==> src/rtl/snake_lcd_pkg.sv <==
// snake_lcd_pkg
//   Shared types and constants for the snake display path: object codes,
//   RGB565 tile colours, the LCD command bytes used by the tile writer and
//   the tile writer's state encoding. Also holds two small byte-select helpers.
package snake_lcd_pkg;

    typedef enum logic [2:0] {
        OBJ_EMPTY  = 3'd0,
        OBJ_BODY   = 3'd1,
        OBJ_HEAD   = 3'd2,
        OBJ_APPLE  = 3'd3,
        OBJ_BORDER = 3'd4
    } obj_code_t;

    localparam logic [15:0] COL_EMPTY  = 16'h0000;
    localparam logic [15:0] COL_BODY   = 16'h07E0;
    localparam logic [15:0] COL_HEAD   = 16'h03E0;
    localparam logic [15:0] COL_APPLE  = 16'hF800;
    localparam logic [15:0] COL_BORDER = 16'hFFFF;

    localparam logic [7:0] CMD_SLPOUT = 8'h11;
    localparam logic [7:0] CMD_COLMOD = 8'h3A;
    localparam logic [7:0] COLMOD_565 = 8'h55;
    localparam logic [7:0] CMD_DISPON = 8'h29;
    localparam logic [7:0] CMD_CASET  = 8'h2A;
    localparam logic [7:0] CMD_PASET  = 8'h2B;
    localparam logic [7:0] CMD_RAMWR  = 8'h2C;

    typedef enum logic [2:0] {
        S_INIT_SLP,
        S_INIT_WAIT,
        S_INIT_CFG,
        S_DONE,
        S_IDLE,
        S_WIN_COL,
        S_WIN_PAGE,
        S_PIX
    } state_t;

    // Codes 5-7 are not drawable objects and paint as background.
    function automatic logic [15:0] colour_of(input obj_code_t code);
        case (code)
            OBJ_BODY:   return COL_BODY;
            OBJ_HEAD:   return COL_HEAD;
            OBJ_APPLE:  return COL_APPLE;
            OBJ_BORDER: return COL_BORDER;
            default:    return COL_EMPTY;
        endcase
    endfunction

    // Window parameter bytes 1..4 after CASET/PASET: start MSB, start LSB, end MSB, end LSB.
    function automatic logic [7:0] win_byte(input logic [2:0] idx,
                                            input logic [15:0] lo,
                                            input logic [15:0] hi);
        case (idx)
            3'd1:    return lo[15:8];
            3'd2:    return lo[7:0];
            3'd3:    return hi[15:8];
            default: return hi[7:0];
        endcase
    endfunction

endpackage

==> src/rtl/lcd_byte_writer.sv <==
// lcd_byte_writer
//   Two-clock 8080 write strobe engine. A byte accepted on start&&ready is
//   driven for one clock with lcd_wrx low (phase A) then held one clock with
//   lcd_wrx high (phase B). ready is high in phase B so the next byte can be
//   accepted without a gap.
// Ports
//   clk, rst            clock, async active-high reset
//   start, byte_in, dc  request to write byte_in with data/command select dc
//   ready               a start this cycle will be accepted
//   lcd_d/dcx/wrx       registered bus outputs
module lcd_byte_writer (
    input  logic       clk,
    input  logic       rst,
    input  logic       start,
    input  logic [7:0] byte_in,
    input  logic       dc,
    output logic       ready,
    output logic [7:0] lcd_d,
    output logic       lcd_dcx,
    output logic       lcd_wrx
);

    logic [7:0] d_q, d_d;
    logic       dcx_q, dcx_d;
    logic       wrx_q, wrx_d;
    logic       phase_a_q, phase_a_d;

    assign ready = !phase_a_q;

    always_comb begin
        d_d       = d_q;
        dcx_d     = dcx_q;
        wrx_d     = 1'b1;
        phase_a_d = 1'b0;
        if (start && ready) begin
            d_d       = byte_in;
            dcx_d     = dc;
            wrx_d     = 1'b0;
            phase_a_d = 1'b1;
        end
    end

    always_ff @(posedge clk or posedge rst) begin
        if (rst) begin
            d_q       <= 8'h00;
            dcx_q     <= 1'b1;
            wrx_q     <= 1'b1;
            phase_a_q <= 1'b0;
        end else begin
            d_q       <= d_d;
            dcx_q     <= dcx_d;
            wrx_q     <= wrx_d;
            phase_a_q <= phase_a_d;
        end
    end

    assign lcd_d   = d_q;
    assign lcd_dcx = dcx_q;
    assign lcd_wrx = wrx_q;

endmodule

==> src/rtl/tile_cmd_writer.sv <==
// tile_cmd_writer
//   Runs the panel power-up sequence after reset, then paints one grid cell
//   per accepted diff request as a TILE_W x TILE_H RGB565 block.
// Ports
//   clk, rst        clock, async active-high reset
//   diff, x, y      cell-update request and cell coordinates
//   obj_code        object in the cell
//   cmd_done        one-cycle pulse when init or a tile is finished/rejected
//   busy            low only while waiting for a request
//   lcd_*           8080 bus (lcd_csx owned here, the rest by lcd_byte_writer)
//
// state       | meaning
// S_INIT_SLP  | send SLPOUT
// S_INIT_WAIT | panel wake-up delay, bus deselected
// S_INIT_CFG  | send COLMOD 565 and DISPON
// S_DONE      | cmd_done cycle
// S_IDLE      | wait for diff
// S_WIN_COL   | CASET parameters
// S_WIN_PAGE  | PASET command and parameters
// S_PIX       | RAMWR command and pixel bytes
module tile_cmd_writer
    import snake_lcd_pkg::*;
#(
    parameter int GRID_W    = 16,
    parameter int GRID_H    = 12,
    parameter int TILE_W    = 20,
    parameter int TILE_H    = 20,
    parameter int INIT_WAIT = 1_200_000
) (
    input  logic       clk,
    input  logic       rst,
    input  logic       diff,
    input  logic [3:0] x,
    input  logic [3:0] y,
    input  logic [2:0] obj_code,
    output logic       cmd_done,
    output logic       busy,
    output logic [7:0] lcd_d,
    output logic       lcd_dcx,
    output logic       lcd_wrx,
    output logic       lcd_csx
);

    localparam int TILE_N = TILE_W * TILE_H;
    localparam int PIX_W  = $clog2(TILE_N + 1);
    localparam int WAIT_W = $clog2(INIT_WAIT + 1);
    localparam logic [4:0] GRID_W_L = 5'(GRID_W);
    localparam logic [4:0] GRID_H_L = 5'(GRID_H);

    state_t             state_q, state_d;
    logic [2:0]         idx_q, idx_d;
    logic [WAIT_W-1:0]  wait_cnt_q, wait_cnt_d;
    logic [PIX_W-1:0]   pix_cnt_q, pix_cnt_d;
    logic               last_q, last_d;
    logic               csx_q, csx_d;
    logic               busy_q, busy_d;
    logic               done_q, done_d;
    logic [3:0]         x_q, x_d, y_q, y_d;
    logic [2:0]         code_q, code_d;

    logic               wr_start, wr_dc, wr_ready;
    logic [7:0]         wr_byte;
    logic [15:0]        x0, x1, y0, y1, colour;
    logic               in_range;

    assign in_range = ({1'b0, x} < GRID_W_L) && ({1'b0, y} < GRID_H_L);
    assign x0       = 16'(x_q) * 16'(TILE_W);
    assign x1       = x0 + 16'(TILE_W - 1);
    assign y0       = 16'(y_q) * 16'(TILE_H);
    assign y1       = y0 + 16'(TILE_H - 1);
    assign colour   = colour_of(obj_code_t'(code_q));

    always_comb begin
        state_d    = state_q;
        idx_d      = idx_q;
        wait_cnt_d = wait_cnt_q;
        pix_cnt_d  = pix_cnt_q;
        last_d     = last_q;
        csx_d      = csx_q;
        x_d        = x_q;
        y_d        = y_q;
        code_d     = code_q;
        wr_start   = 1'b0;
        wr_byte    = 8'h00;
        wr_dc      = 1'b0;

        case (state_q)
            S_INIT_SLP: begin
                if (wr_ready) begin
                    if (idx_q == 3'd0) begin
                        wr_start = 1'b1;
                        wr_byte  = CMD_SLPOUT;
                        csx_d    = 1'b0;
                        idx_d    = 3'd1;
                    end else begin
                        state_d    = S_INIT_WAIT;
                        csx_d      = 1'b1;
                        wait_cnt_d = WAIT_W'(INIT_WAIT - 1);
                    end
                end
            end
            S_INIT_WAIT: begin
                // The COLMOD byte is launched on the last wait clock so the
                // deselected gap is exactly INIT_WAIT clocks.
                if (wait_cnt_q == '0) begin
                    wr_start = 1'b1;
                    wr_byte  = CMD_COLMOD;
                    csx_d    = 1'b0;
                    idx_d    = 3'd1;
                    state_d  = S_INIT_CFG;
                end else begin
                    wait_cnt_d = wait_cnt_q - WAIT_W'(1);
                end
            end
            S_INIT_CFG: begin
                if (wr_ready) begin
                    case (idx_q)
                        3'd1: begin
                            wr_start = 1'b1;
                            wr_byte  = COLMOD_565;
                            wr_dc    = 1'b1;
                            idx_d    = 3'd2;
                        end
                        3'd2: begin
                            wr_start = 1'b1;
                            wr_byte  = CMD_DISPON;
                            idx_d    = 3'd3;
                        end
                        default: begin
                            state_d = S_DONE;
                            csx_d   = 1'b1;
                        end
                    endcase
                end
            end
            S_DONE: state_d = S_IDLE;
            S_IDLE: begin
                if (diff) begin
                    x_d    = x;
                    y_d    = y;
                    code_d = obj_code;
                    if (in_range) begin
                        wr_start = 1'b1;
                        wr_byte  = CMD_CASET;
                        csx_d    = 1'b0;
                        idx_d    = 3'd1;
                        state_d  = S_WIN_COL;
                    end else begin
                        state_d = S_DONE;
                    end
                end
            end
            S_WIN_COL: begin
                if (wr_ready) begin
                    wr_start = 1'b1;
                    wr_byte  = win_byte(idx_q, x0, x1);
                    wr_dc    = 1'b1;
                    if (idx_q == 3'd4) begin
                        state_d = S_WIN_PAGE;
                        idx_d   = 3'd0;
                    end else begin
                        idx_d = idx_q + 3'd1;
                    end
                end
            end
            S_WIN_PAGE: begin
                if (wr_ready) begin
                    wr_start = 1'b1;
                    if (idx_q == 3'd0) begin
                        wr_byte = CMD_PASET;
                    end else begin
                        wr_byte = win_byte(idx_q, y0, y1);
                        wr_dc   = 1'b1;
                    end
                    if (idx_q == 3'd4) begin
                        state_d   = S_PIX;
                        idx_d     = 3'd0;
                        pix_cnt_d = PIX_W'(TILE_N - 1);
                        last_d    = 1'b0;
                    end else begin
                        idx_d = idx_q + 3'd1;
                    end
                end
            end
            S_PIX: begin
                // idx: 0 = RAMWR pending, 1 = colour MSB next, 2 = colour LSB next.
                if (wr_ready) begin
                    if (last_q) begin
                        state_d = S_DONE;
                        csx_d   = 1'b1;
                    end else begin
                        wr_start = 1'b1;
                        case (idx_q)
                            3'd0: begin
                                wr_byte = CMD_RAMWR;
                                idx_d   = 3'd1;
                            end
                            3'd1: begin
                                wr_byte = colour[15:8];
                                wr_dc   = 1'b1;
                                idx_d   = 3'd2;
                            end
                            default: begin
                                wr_byte = colour[7:0];
                                wr_dc   = 1'b1;
                                idx_d   = 3'd1;
                                if (pix_cnt_q == '0) last_d = 1'b1;
                                else pix_cnt_d = pix_cnt_q - PIX_W'(1);
                            end
                        endcase
                    end
                end
            end
            default: state_d = S_INIT_SLP;
        endcase

        busy_d = (state_d != S_IDLE);
        done_d = (state_d == S_DONE);
    end

    always_ff @(posedge clk or posedge rst) begin
        if (rst) begin
            state_q    <= S_INIT_SLP;
            idx_q      <= 3'd0;
            wait_cnt_q <= '0;
            pix_cnt_q  <= '0;
            last_q     <= 1'b0;
            csx_q      <= 1'b1;
            busy_q     <= 1'b1;
            done_q     <= 1'b0;
            x_q        <= 4'd0;
            y_q        <= 4'd0;
            code_q     <= 3'd0;
        end else begin
            state_q    <= state_d;
            idx_q      <= idx_d;
            wait_cnt_q <= wait_cnt_d;
            pix_cnt_q  <= pix_cnt_d;
            last_q     <= last_d;
            csx_q      <= csx_d;
            busy_q     <= busy_d;
            done_q     <= done_d;
            x_q        <= x_d;
            y_q        <= y_d;
            code_q     <= code_d;
        end
    end

    lcd_byte_writer u_wr (
        .clk     (clk),
        .rst     (rst),
        .start   (wr_start),
        .byte_in (wr_byte),
        .dc      (wr_dc),
        .ready   (wr_ready),
        .lcd_d   (lcd_d),
        .lcd_dcx (lcd_dcx),
        .lcd_wrx (lcd_wrx)
    );

    assign lcd_csx  = csx_q;
    assign busy     = busy_q;
    assign cmd_done = done_q;

endmodule

==> config.mk <==
export PLATFORM = sky130hd
export DESIGN_NAME = tile_cmd_writer
export DESIGN_NICKNAME = d
export VERILOG_FILES = /design/src/rtl/snake_lcd_pkg.sv /design/src/rtl/lcd_byte_writer.sv /design/src/rtl/tile_cmd_writer.sv
export SDC_FILE = /design/constraint.sdc
export NUM_CORES = 1
export LEC_CHECK = 0
export BUFFER_PORTS_ARGS = -buffer_cell sky130_fd_sc_hd__buf_2
export CAP_MARGIN = 20
export CORE_MARGIN = 2
export CORE_UTILIZATION = 55
export DETAILED_ROUTE_END_ITERATION = 7
export GPL_ROUTABILITY_DRIVEN = 0
export PLACE_DENSITY_LB_ADDON = 0.15
export SYNTH_ARGS = -nofsm -noshare
export SYNTH_HDL_FRONTEND = slang
export SYNTH_SLANG_ARGS = --single-unit
==> constraint.sdc <==
create_clock -name clk -period 6.71 [get_ports clk]
set_input_delay 0 -clock clk [delete_from_list [all_inputs] [get_ports clk]]
set_output_delay 0 -clock clk [all_outputs]
set_load 0.01 [all_outputs]
* Yosys cells after proc, flatten, opt, wreduce, memory -nomap -nowiden
Cells that the tools add are included.
** Word-level totals
- Register bits :: 62
- Input bits :: 14
- Output and inout bits :: 13
- Logic and storage cells :: 168
** Operators by class
- Add/sub/neg operators :: 5
- Multiply operators :: 2
- Order comparisons :: 1
- Eq/ne operators :: 35
- Muxes and demuxes :: 91
- Reduce and logical (&&, ||, !) cells :: 19
** Operators with widths (number)
- 2-to-1 mux 3 bit :: 23
- one-hot mux 16 bit (4 select lines) :: 1
- 2-to-1 mux 21 bit :: 3
- one-hot mux 8 bit (7 select lines) :: 1
- 2-to-1 mux 9 bit :: 6
- one-hot mux 8 bit (3 select lines) :: 2
- one-hot mux 21 bit (2 select lines) :: 1
- 2-to-1 mux 8 bit :: 5
- != test 2 bit (second input constant) :: 17
- 2-to-1 mux 1 bit :: 32
- one-hot mux 3 bit (8 select lines) :: 1
- == test 3 x 2 -> 1 bit (second input constant) :: 7
- logical NOT 21 bit :: 1
- subtractor 21 x 1 -> 21 bit (second input constant) :: 1
- adder 9 x 5 -> 10 bit (second input constant) :: 2
- == test 3 bit (second input constant) :: 6
- 2-to-1 mux 6 bit :: 3
- one-hot mux 3 bit (6 select lines) :: 1
- one-hot mux 9 bit (2 select lines) :: 1
- one-hot mux 8 bit (2 select lines) :: 1
- multiplier 4 x 3 -> 7 bit (second input constant) :: 2
- one-hot mux 7 bit (2 select lines) :: 1
- AND reduction 11 bit :: 1
- 2-to-1 mux 5 bit :: 2
- other kinds (24) :: 32

* Depth between registers and ports, before layout
- Word-level depth :: 7
- Mapped depth :: 11

* Modules after synthesis
A second synthesis with hierarchy kept.
** Unflattened totals
- Cell total of the unflattened synthesis :: 468
- Area, all modules :: 4311.6 um^2
** Modules (own cells, without submodules)
- tile_cmd_writer :: instances 1, cells each 443, area an instance 3857.4 um^2, seq. area each 1278.7 um^2
- lcd_byte_writer :: instances 1, cells each 25, area an instance 454.2 um^2, seq. area each 277.8 um^2

* Worst setup path before layout
Ideal clock, no wire load.
- Kind :: register to register
- Start point :: register y_q[3]
- End point :: register u_wr.d_q[1], in the netlist u_wr.lcd_d[1]
- Setup time :: 0.082 ns
- Arrival :: 2.297 ns
- Required time :: 6.628 ns
- Slack :: 4.331 ns
- Stages on the path, launching flop included :: 9
- Buffers on the path :: 0
- Path through :: dfrtp_1 -> ha_1 -> ha_1 -> fa_1 -> nand3_1 -> or4_1 -> a21oi_1 -> a21oi_1 -> a31oi_1
** On the way
- Cells in the longest elaborated chain, start to end :: 6
** RTL lines
- start, declared :: RTL line tile_cmd_writer.sv:58 : logic [3:0] x_q, x_d, y_q, y_d;
- start signal, assigned :: RTL line tile_cmd_writer.sv:244 : y_q <= y_d;
- multiplier 4 x 3 -> 7 bit :: RTL line tile_cmd_writer.sv:69 : assign y0 = 16'(y_q) * 16'(TILE_H);
- adder 9 x 5 -> 10 bit :: RTL line tile_cmd_writer.sv:70 : assign y1 = y0 + 16'(TILE_H - 1);
- one-hot mux 8 bit (3 select lines) :: RTL line snake_lcd_pkg.sv:55 : case (idx)
- 2-to-1 mux 8 bit :: RTL line tile_cmd_writer.sv:169 : if (idx_q == 3'd0) begin
- 2-to-1 mux 8 bit :: RTL line tile_cmd_writer.sv:167 : if (wr_ready) begin
- one-hot mux 8 bit (7 select lines) :: RTL line tile_cmd_writer.sv:87 : case (state_q)
- end signal, assigned :: RTL line lcd_byte_writer.sv:45 : d_q <= 8'h00;
- end signal, assigned :: RTL line lcd_byte_writer.sv:50 : d_q <= d_d;
- end, declared :: RTL line lcd_byte_writer.sv:23 : logic [7:0] d_q, d_d;
No other way between the ends.
A chain may end at the register's enable or synchronous reset.

* Worst setup path after layout
- Start point :: register state_q[0]
- End point :: register u_wr.d_q[0], in the netlist u_wr.lcd_d[0]
** On the way
- Cells in the longest elaborated chain, start to end :: 4
- Elaborated cells on any way between the ends :: 11
- Those cells by class :: 6 x eq/ne; 2 x mux; 3 x reduce/logical
** RTL lines
- start, declared :: RTL line tile_cmd_writer.sv:50 : state_t state_q, state_d;
- start signal, assigned :: RTL line tile_cmd_writer.sv:235 : state_q <= state_d;
- == test 3 bit :: RTL line tile_cmd_writer.sv:87
- OR reduction 2 bit (no line)
- one-hot mux 1 bit (6 select lines) :: RTL line tile_cmd_writer.sv:87
- logical AND 1 bit :: RTL line lcd_byte_writer.sv:35 : if (start && ready) begin
Parallel ways exist; a longest one is shown, timed or not.

==> metrics.txt <==
Worst Hold Endpoint busy$_DFF_PP1_; number of post-CTS setup repair buffers 0; FF-to-FF End u_wr.lcd_d[0]$_DFFE_PP0P_; crit end category flop; CTS tree built; # diodes 0; Area growth, synth to finish 12.59%; Synth Warn # 0; initial antenna violation count 0; Setup Skew 0.009689 ns; Mapped Cells 457; wire per inst 15.56 microns; TritonRoute pass-1 iters 5; most frequent cells in the layout dfrtp_1 (58), nand2_1 (54), nor2_1 (48); min cycle time layout ~2.8 ns; Die H 89.11 microns; Worst Slack Setup Final 3.894 ns; unrepaired setup endpoints after global routing false; NumNets Final 517; Leak approximately 1.9 nW; syn nets 490; setup tns final 0 ns; global route overflow 0; Netlist cell types 63; Die Area 7940 sq um; synthesized area per cell a little under 9 sq um; Hold Crit Start diff; top cells by area, synth dfrtp_1 (36%), xor2_1 (5.9%), ha_1 (5.3%), nand2_1 (5.1%), nor2_1 (4.5%); Crit Reg-Reg Startpoint state_q[0]$_DFF_PP0_; CTS H-tree lvls 3; number of flops mapped to enable cells by yosys 0; MaxCap Viol Count 0; share of cells above drive strength 1 0.1411; HP Class in2reg; Initial Utilization 0.5582; sequential-to-total area share from yosys stat 0.3907; Final Cycle Share 0.4197; vias in the first global route between 3000 and 4000; Synth Register Bits 62; drt total wl between 9 and 10 mm; PwrDens 425.5 nW/um^2; Place WS 3.917 ns; kind of critical path reg2reg; Residual DRC 0; Final Hold Vio Count 0; Worst-path clk slew 0.08 ns; I/O pins 27; CTS root buf clkbuf_8; Slew @ Worst Pin 0.7635 ns; largest net degree at the start of global routing 63; maximum fanout along the worst path 21; Final Setup Violations 0; hold depth 3; CP startpoint state_q[0]$_DFF_PP0_; mapped cell area 3984 sq um; vias per cell around 6; Yosys top cell area share 0.3643; std cell rows 31; status complete, no violations; Max Fclk 355.1 MHz; Routed Antenna Nets 0; Clock Tree Buf Depth 2; global-route wire length before repair approximately 15 mm; WP data arrival 3.05 ns; Setup crit start kind flop; IO buf count 26; DP Wirelength 6.560 mm; Core Footprint 7137 sq um; Primary FF master, synth dfrtp_1; FF-to-FF setup slack 3.89 ns; Max VDD drop 0.1961 mV; ys async rst share 1.000; DRC marker count from the first detailed-route iteration 237; number of clock sinks 62; vias after detailed routing about 3400; Global Route Usage Sum 0.2479; Worst-Skew Late Latency 0.35 ns; commonest non-fill, non-tap cell in the layout dfrtp_1; width of the chip around 89 microns; final slew viol count 0; WP data required 6.94 ns; CTS buffer count 9; Worst Reg-to-Reg Cells 5; relative slew slack 0.4910; largest area contributor in the netlist dfrtp_1
[worst max-delay path by stage]
stage | endpoint | slack [ns]
3_3_place_gp | u_wr.lcd_d[0]$_DFFE_PP0P_ | 4.04
3_5_place_dp | u_wr.lcd_d[0]$_DFFE_PP0P_ | 3.92
5_1_grt | u_wr.lcd_d[0]$_DFFE_PP0P_ | 3.66
4_1_cts | u_wr.lcd_d[0]$_DFFE_PP0P_ | 3.90
2_1_floorplan | u_wr.lcd_d[1]$_DFFE_PP0P_ | 4.33
6_report | u_wr.lcd_d[0]$_DFFE_PP0P_ | 3.89
[synth_stat cells (3+ instances only)]
cell	n
inv_1	15
nor3_1	13
or4_1	3
nor2b_1	7
clkbuf_1	20
nand3b_1	4
a31oi_1	7
nand4b_1	3
nor4_1	5
nand2b_1	7
ha_1	17
and3_1	5
nand3_1	32
nor2_1	48
or3_1	4
nand2_1	54
nand4_1	9
o21ai_0	30
dfrtp_1	58
xor2_1	27
a21oi_1	22
dfstp_2	4
mux2_2	10
[area by class of cell]
class	instances	area, sq um
Multi-Input combinational cell	356	2265
Sequential cell	62	1556
Clock inverter	7	97.59
Tap cell	99	123.9
Clock buffer	9	123.9
Timing Repair Buffer	39	257.7
Inverter	16	61.31
Fill cell	651	2651
[timing repair]
| item | CTS | global route |
|---|---|---|
| gates resized for setup | 0 | 0 |
| endpoints found under the hold margin | 69 | 0 |
| hold buffers | 12 | 0 |
[worst max-delay path, cell delays in order, from the launching register on]
cell and delay, ns:
dfrtp_1 0.74, inv_1 0.27, nor4_1 0.59, nand4_4 0.35, a41o_1 0.41, a211o_1 0.35
[power breakdown]
part | total, mW | internal [mW] | switching [mW]
Sequential | 0.637 | 0.490 | 0.148
Combinational | 0.907 | 0.373 | 0.534
Clock | 0.364 | 0.210 | 0.154
[registers in the layout, summed over array words and instances, names as in the netlist]
| name | count |
|---|---|
| busy | 1 |
| cmd_done | 1 |
| code_q | 3 |
| idx_q | 3 |
| last_q | 1 |
| lcd_csx | 1 |
| pix_cnt_q | 9 |
| state_q | 3 |
| u_wr.lcd_d | 8 |
| u_wr.lcd_dcx | 1 |
| u_wr.lcd_wrx | 1 |
| u_wr.phase_a_q | 1 |
| wait_cnt_q | 21 |
| x_q | 4 |
| y_q | 4 |
[kinds of logic after synthesis]
kind of cell	after synthesis	synth area share
flops	62	0.3907
buf+inv	39	0.04083
fa+ha+maj	20	0.06595
mux	12	0.03329
xor+xnor	29	0.06376
compound gates	87	0.1366
simple gates	208	0.2688
[per-layer routing]
layer	track usage	up-vias	routed length, microns
li1	-	1672	-
met4	0.08820	0	198
met2	0.4040	89	4500
met1	0.3235	1649	4099
met3	0.05910	16	354
met5	0	-	0
[through the flow]
step           instances  hold slack, ns  area [sq um]  power (mW)  utilization
2_1_floorplan        457          0.1168          3984       1.317            -
3_3_place_gp         560          0.2029          4144       1.505       0.5806
3_5_place_dp         560          0.2114          4144       1.532       0.5806
4_1_cts              588         0.02351          4486       1.912       0.6285
5_1_grt              588         0.08384          4486       2.070       0.6285
6_report             588         0.05619          4486       1.909       0.6285
Power figures use the tool's default switching activity.
